## config.mk

```make
export PLATFORM = sky130hd
export DESIGN_NAME = rect_filler
export DESIGN_NICKNAME = d
export VERILOG_FILES = /design/src/rtl/rect_filler.sv
export SDC_FILE = /design/constraint.sdc
export NUM_CORES = 1
export LEC_CHECK = 0
export ABC_AREA = 1
export BUFFER_PORTS_ARGS = -buffer_cell sky130_fd_sc_hd__buf_2
export CAP_MARGIN = 20
export CORE_MARGIN = 8
export CORE_UTILIZATION = 30
export CTS_CLUSTER_DIAMETER = 80
export DETAILED_ROUTE_END_ITERATION = 8
export GPL_ROUTABILITY_DRIVEN = 1
export SETUP_SLACK_MARGIN = 0.15
export SLEW_MARGIN = 25
export SYNTH_ARGS = -nofsm -noshare
export SYNTH_HDL_FRONTEND = slang
export SYNTH_SLANG_ARGS = --single-unit
export TNS_END_PERCENT = 5
```

## constraint.sdc

```tcl
create_clock -name clock -period 2.2 [get_ports clock]
set_clock_uncertainty 0.1 [all_clocks]
set_input_delay 0.44 -clock clock [delete_from_list [all_inputs] [get_ports clock]]
set_output_delay 0.44 -clock clock [all_outputs]
set_load 0.005 [all_outputs]
```

## src/rtl/rect_filler.sv

```systemverilog
// rtl/rect_filler.sv - solid rectangle writer, one framebuffer pixel per clock, row-major.
// Optional build macro RECT_FILLER_CLIP_EN suppresses writes outside SCREEN_W x SCREEN_H.
module rect_filler #(
  parameter int X_W      = 8,
  parameter int Y_W      = 7,
  parameter int COLOUR_W = 3,
  parameter int SZ_W     = 4,
  parameter int SCREEN_W = 160,
  parameter int SCREEN_H = 120
) (
  input  logic                clock,
  input  logic                reset_n,
  input  logic                start,
  input  logic                abort,
  input  logic [X_W-1:0]      refX,
  input  logic [Y_W-1:0]      refY,
  input  logic [SZ_W-1:0]     width,
  input  logic [SZ_W-1:0]     height,
  input  logic [COLOUR_W-1:0] fill_colour,
  output logic [X_W-1:0]      x,
  output logic [Y_W-1:0]      y,
  output logic [COLOUR_W-1:0] colour,
  output logic                writeEn,
  output logic                busy,
  output logic                done
);

`ifdef RECT_FILLER_CLIP_EN
  localparam bit CLIP_EN = 1'b1;
`else
  localparam bit CLIP_EN = 1'b0;
`endif

  typedef enum logic {IDLE, DRAW} state_t;

  state_t              state, state_nxt;
  logic [X_W-1:0]      ref_x, ref_x_nxt;
  logic [Y_W-1:0]      ref_y, ref_y_nxt;
  logic [SZ_W-1:0]     rect_w, rect_w_nxt;
  logic [SZ_W-1:0]     rect_h, rect_h_nxt;
  logic [COLOUR_W-1:0] rect_col, rect_col_nxt;
  logic [SZ_W-1:0]     cx, cx_nxt;
  logic [SZ_W-1:0]     cy, cy_nxt;
  logic [X_W-1:0]      x_nxt;
  logic [Y_W-1:0]      y_nxt;
  logic [COLOUR_W-1:0] colour_nxt;
  logic                we_nxt, busy_nxt, done_nxt;

  // One guard bit above the coordinate so off-screen pixels are detectable before wrap.
  logic [X_W:0] px;
  logic [Y_W:0] py;
  logic         last_col, last_row, on_screen;

  assign px       = {1'b0, ref_x} + (X_W+1)'(cx);
  assign py       = {1'b0, ref_y} + (Y_W+1)'(cy);
  assign last_col = (cx == rect_w - SZ_W'(1));
  assign last_row = (cy == rect_h - SZ_W'(1));
  assign on_screen = CLIP_EN ? ((px < (X_W+1)'(SCREEN_W)) && (py < (Y_W+1)'(SCREEN_H))) : 1'b1;

  always_ff @(posedge clock) begin
    if (!reset_n) begin
      state    <= IDLE;
      ref_x    <= '0;
      ref_y    <= '0;
      rect_w   <= '0;
      rect_h   <= '0;
      rect_col <= '0;
      cx       <= '0;
      cy       <= '0;
      x        <= '0;
      y        <= '0;
      colour   <= '0;
      writeEn  <= 1'b0;
      busy     <= 1'b0;
      done     <= 1'b1;
    end else begin
      state    <= state_nxt;
      ref_x    <= ref_x_nxt;
      ref_y    <= ref_y_nxt;
      rect_w   <= rect_w_nxt;
      rect_h   <= rect_h_nxt;
      rect_col <= rect_col_nxt;
      cx       <= cx_nxt;
      cy       <= cy_nxt;
      x        <= x_nxt;
      y        <= y_nxt;
      colour   <= colour_nxt;
      writeEn  <= we_nxt;
      busy     <= busy_nxt;
      done     <= done_nxt;
    end
  end

  always_comb begin
    state_nxt    = state;
    ref_x_nxt    = ref_x;
    ref_y_nxt    = ref_y;
    rect_w_nxt   = rect_w;
    rect_h_nxt   = rect_h;
    rect_col_nxt = rect_col;
    cx_nxt       = cx;
    cy_nxt       = cy;
    x_nxt        = '0;
    y_nxt        = '0;
    colour_nxt   = '0;
    we_nxt       = 1'b0;
    busy_nxt     = 1'b0;
    done_nxt     = 1'b1;

    // start outranks abort and also restarts a rectangle already being drawn.
    if (start) begin
      ref_x_nxt    = refX;
      ref_y_nxt    = refY;
      rect_w_nxt   = width;
      rect_h_nxt   = height;
      rect_col_nxt = fill_colour;
      cx_nxt       = '0;
      cy_nxt       = '0;
      if (width != '0 && height != '0) begin
        state_nxt = DRAW;
        busy_nxt  = 1'b1;
        done_nxt  = 1'b0;
      end else begin
        state_nxt = IDLE;
      end
    end else if (state == DRAW) begin
      if (abort) begin
        state_nxt = IDLE;
      end else begin
        x_nxt      = px[X_W-1:0];
        y_nxt      = py[Y_W-1:0];
        colour_nxt = rect_col;
        we_nxt     = on_screen;
        busy_nxt   = 1'b1;
        done_nxt   = 1'b0;
        if (last_col) begin
          cx_nxt = '0;
          cy_nxt = cy + SZ_W'(1);
          if (last_row) state_nxt = IDLE;
        end else begin
          cx_nxt = cx + SZ_W'(1);
        end
      end
    end
  end

endmodule

```

==> Yosys cells after proc, flatten, opt, wreduce, memory -nomap -nowiden <==
Cells that the tools add are included.
{ "op_classes": {"eq_ne": 2, "n_bitwise": 3, "reduce_logical": 7, "mux": 14, "n_addsub": 6} }
{ "ops": {"columns": ["cell", "count"], "rows": [
  ["$mux W1", 13],
  ["$add A4 B1 Y4 const B", 2],
  ["$add A8 B4 Y8", 1],
  ["$eq A4 B4 Y1", 2],
  ["$reduce_bool A4 Y1", 2],
  ["$sub A4 B1 Y4 const B", 2],
  ["$add A7 B4 Y7", 1],
  ["$mux W4", 1],
  ["$reduce_or A4 Y1", 1],
  ["$not A1 Y1", 3],
  ["$reduce_and A3 Y1", 1],
  ["$reduce_and A2 Y1", 1],
  ["$reduce_or A2 Y1", 1],
  ["$logic_and A1 B1 Y1", 1]
]} }
{ "totals": {"elab_cells": 46, "inputBits": 30, "register_bits": 56} }

==> Depth between registers and ports, before layout <==
{ "logic_depth": {"depth_word": 7, "mapped_depth": 12} }

==> Worst setup path after synthesis <==
Ideal clock, no wire load.
{ "synth_path": {"path_kind": "register to register", "from": "register cy[0]", "to": "register y[6]", "stages_incl_launch_ff": 10, "path_slack_ns": 0.511, "t_arrival_ns": 1.456, "t_required_ns": 1.968, "cell_sequence": "dfxtp_1 > ha_1 > inv_1 > fa_1 > inv_1 > nand3_1 > nand2_1 > nand2_1 > o21ai_0 > a21oi_1"} }
{ "synth_between": {"elab_chain_cells": 1} }
{ "synth_lines": {"columns": ["element", "line", "text"], "rows": [
  ["start, declared", "43", "logic [SZ_W-1:0] cy, cy_nxt;"],
  ["start signal, assigned", "84", "cy <= cy_nxt;"],
  ["$add A7 B4 Y7", "55", "assign py = {1'b0, ref_y} + (Y_W+1)'(cy);"],
  ["end signal, assigned", "86", "y <= y_nxt;"],
  ["end, declared", "21", "output logic [Y_W-1:0] y,"]
]} }
Every way passes these cells.
A chain may end at the register's enable or synchronous reset.

==> Worst setup path in the final report <==
Ends and elaborated chain as after synthesis.

==> run metrics <==
placer congestion estimate=0.7708; cell count of the worst reg-to-reg path=9; largest net degree at the start of global routing=20; Setup Fix Bufs, Post-CTS=0; period utilisation layout=between 80 and 90%; final WL=approximately 5.5 mm; via count=approximately 2.1k; critical path endpoint category=flop; Worst-path clk slew=100 ps; layout cell share with drive strength beyond 1=approximately a fifth; number of antenna diodes=0; Tightest Hold Check Type=input port to flop; # DRC=0; Worst Hold Launch=refX[5]; antenna violations before repair=0; Startpoint Class=flop; Final min period=between 1500 and 2000 ps; synthesis-stage register bit count=56; status=complete, no violations; worst slew pin tran=484.7 ps; synth unique cells=26; CP Max Fanout=6; first-pass GRT wire length=around 9 mm; WS Path Type=flop to flop; PortBufs=50; R2R setup slack=380 ps; Final Max Slew Viols=0; Int Pwr=1463 uW; Final Hold Viols=0; Clock Path Buffers=2; # hold bufs at CTS=0; cts repair resizes=0; final setup violating endpoints=0; achievable frequency=~550 MHz; Slew HR=between 60% and 70%; combinational fraction of design power=around a tenth; max-cap violation count=0; number of global-route vias before repair=1936; Die Wd=105.8 um; CTS Root Cell=clkbuf_8; NetSw=461.3 uW; Critical Path RT=2290 ps; nets@finish=400; P_leak=0.001370 uW; Die H=105.8 um; hold path depth=3; DRC violation total after the first TritonRoute iteration=85; PwrDens=658.1 nW/um^2; Detailed Place HPWL=4.178 mm; clk sinks=56; overall power=1924 uW; # rows=32; Synth Area per Inst=8.043 um^2; IO Count=51; mapped cell area=2421 um^2; Critical Path AT=around 1900 ps; Initial DRT Pass Iterations=4; final core utilization=37.65%; CTS tree=done; Sequential Power Share=55.6%; total CTS buffers=5; CORE AREA=7767 um^2; clock latency on the worst-skew pair=300 ps; RSZ-0062 raised after global routing=no; wire per inst=12.06 um; r2r endpoint=y[6]$_SDFF_PP0_; yosys warns=0; H-tree lvl count=2; Area Overhead vs Synth=20.78%; Synth Net Count=345; die area=11200 um^2; Via-to-Cell Ratio=4.471; setup TNS=0 ps; post-synthesis sequential area ratio=46.30%; Syn Inst Count=301; Clk network pwr share=35.0%; hold endpoint=ref_x[5]$_SDFFE_PN0P_; Total GRT Usage=9.649%; total grt overflow=0; sw frac=23.97%; Routed Antenna Nets=0; worst r2r src=cy[0]$_SDFFE_PP0P_; Max rail drop VDD=0.2541 mV; initial cell density of the core=31.17%
-- registers in the layout, indices dropped and copies added, names as in the netlist --
| name | cells |
|---|---|
| ref_x | 8 |
| state | 1 |
| colour | 3 |
| writeEn | 1 |
| done | 1 |
| rect_col | 3 |
| cx | 4 |
| rect_h | 4 |
| busy | 1 |
| ref_y | 7 |
| x | 8 |
| rect_w | 4 |
| y | 7 |
| cy | 4 |
-- logic make-up (layout without fill, tap and decap cells) --
group	Yosys count	in the layout	share of synthesized area, %
XOR/XNOR	10	10	3.617
AND/OR/NAND/NOR	112	112	20.93
buffers and inverters	57	113	8.940
adder cells (fa/ha/maj)	14	14	7.855
AO/OA/AOI/OAI	52	52	12.35
flip-flops	56	56	46.31
-- layout by cell type (no fill, tap or decap), types with 3 or more instances in the layout --
cell type,count
clkbuf_8,5
inv_1,48
buf_2,50
dfxtp_1,56
a21oi_1,16
nor2_1,17
xor2_1,4
nand2_2,3
nand4_1,11
a22o_1,7
inv_2,4
nand2_1,59
nand3_1,15
o22ai_1,7
o21ai_0,19
xnor2_1,6
ha_1,12
-- power groups by stage --
stage	Combinational, uW	Clock (uW)	Sequential, uW
after global placement	181	0	1090
after detailed placement	183	0	1090
after global routing	208	731	1070
after floorplan	118	0	1090
final	183	673	1070
after CTS	185	697	1070
-- metal layers --
layer | share of wire [%] | global-route usage (%) | vias to the layer above
li1 | - | - | 1081
met1 | 50 | 12.50 | 917
met2 | 42 | 14.88 | 50
met3 | 6.8 | 3.410 | 4
met4 | 0.94 | 2.412 | 0
met5 | 0 | 0 | -
-- Yosys cell counts, drive strengths merged --
cell type	n	share of area, %
clkbuf	2	0.31
nor3	2	0.41
inv	52	8.1
nor2	19	3.6
a22o	7	2.5
buf	3	0.57
a31oi	1	0.26
nand2	62	9.9
dfxtp	56	46
a21oi	16	3.3
xnor2	6	2.2
or2	1	0.26
o21ai	20	4.1
fa	2	1.7
xor2	4	1.4
nand3	17	3.9
nand4	11	2.8
a21o	1	0.31
o22ai	7	1.8
ha	12	6.2
-- how the worst max path moves through the flow --
stage | from | endpoint | slack (ps)
2_1_floorplan | cy[0]$_SDFFE_PP0P_ | y[6]$_SDFF_PP0_ | 510
5_1_grt | cy[0]$_SDFFE_PP0P_ | y[6]$_SDFF_PP0_ | 190
3_3_place_gp | cx[0]$_SDFFE_PP0P_ | x[6]$_SDFF_PP0_ | 450
4_1_cts | cy[0]$_SDFFE_PP0P_ | y[6]$_SDFF_PP0_ | 370
3_5_place_dp | cy[0]$_SDFFE_PP0P_ | y[6]$_SDFF_PP0_ | 390
6_report | cy[0]$_SDFFE_PP0P_ | y[6]$_SDFF_PP0_ | 380
-- stage by stage --
| step | cells | instance area, um^2 | hold WS, ps | worst slack, ps |
|---|---|---|---|---|
| floorplan | 301 | 2421 | 310.4 | 511.5 |
| global placement | 451 | 2813 | 317.2 | 446.8 |
| detailed placement | 451 | 2813 | 322.3 | 394.6 |
| CTS | 459 | 2924 | 219.7 | 368.8 |
| global route | 459 | 2924 | 226.2 | 185.0 |
| finish | 459 | 2924 | 223.9 | 380.6 |
-- worst max-delay path, cell delays in order (launching register included) --
cell,delay (ps)
dfxtp_1,450
ha_1,200
inv_1,50
fa_1,350
inv_1,90
nand3_1,90
nand2_1,90
nand2_1,70
o21ai_0,140
a21oi_1,80
-- layout make-up --
type	count	area (um^2)
fillers	834	4843
clock inverters	3	42.54
clock buffers	5	68.82
multi-input cells	188	1084
well taps	102	127.6
inverters	52	195.2
repair buffers	53	285.3
flip-flops and latches	56	1121
Note: power is estimated with default switching activity, not from simulation.
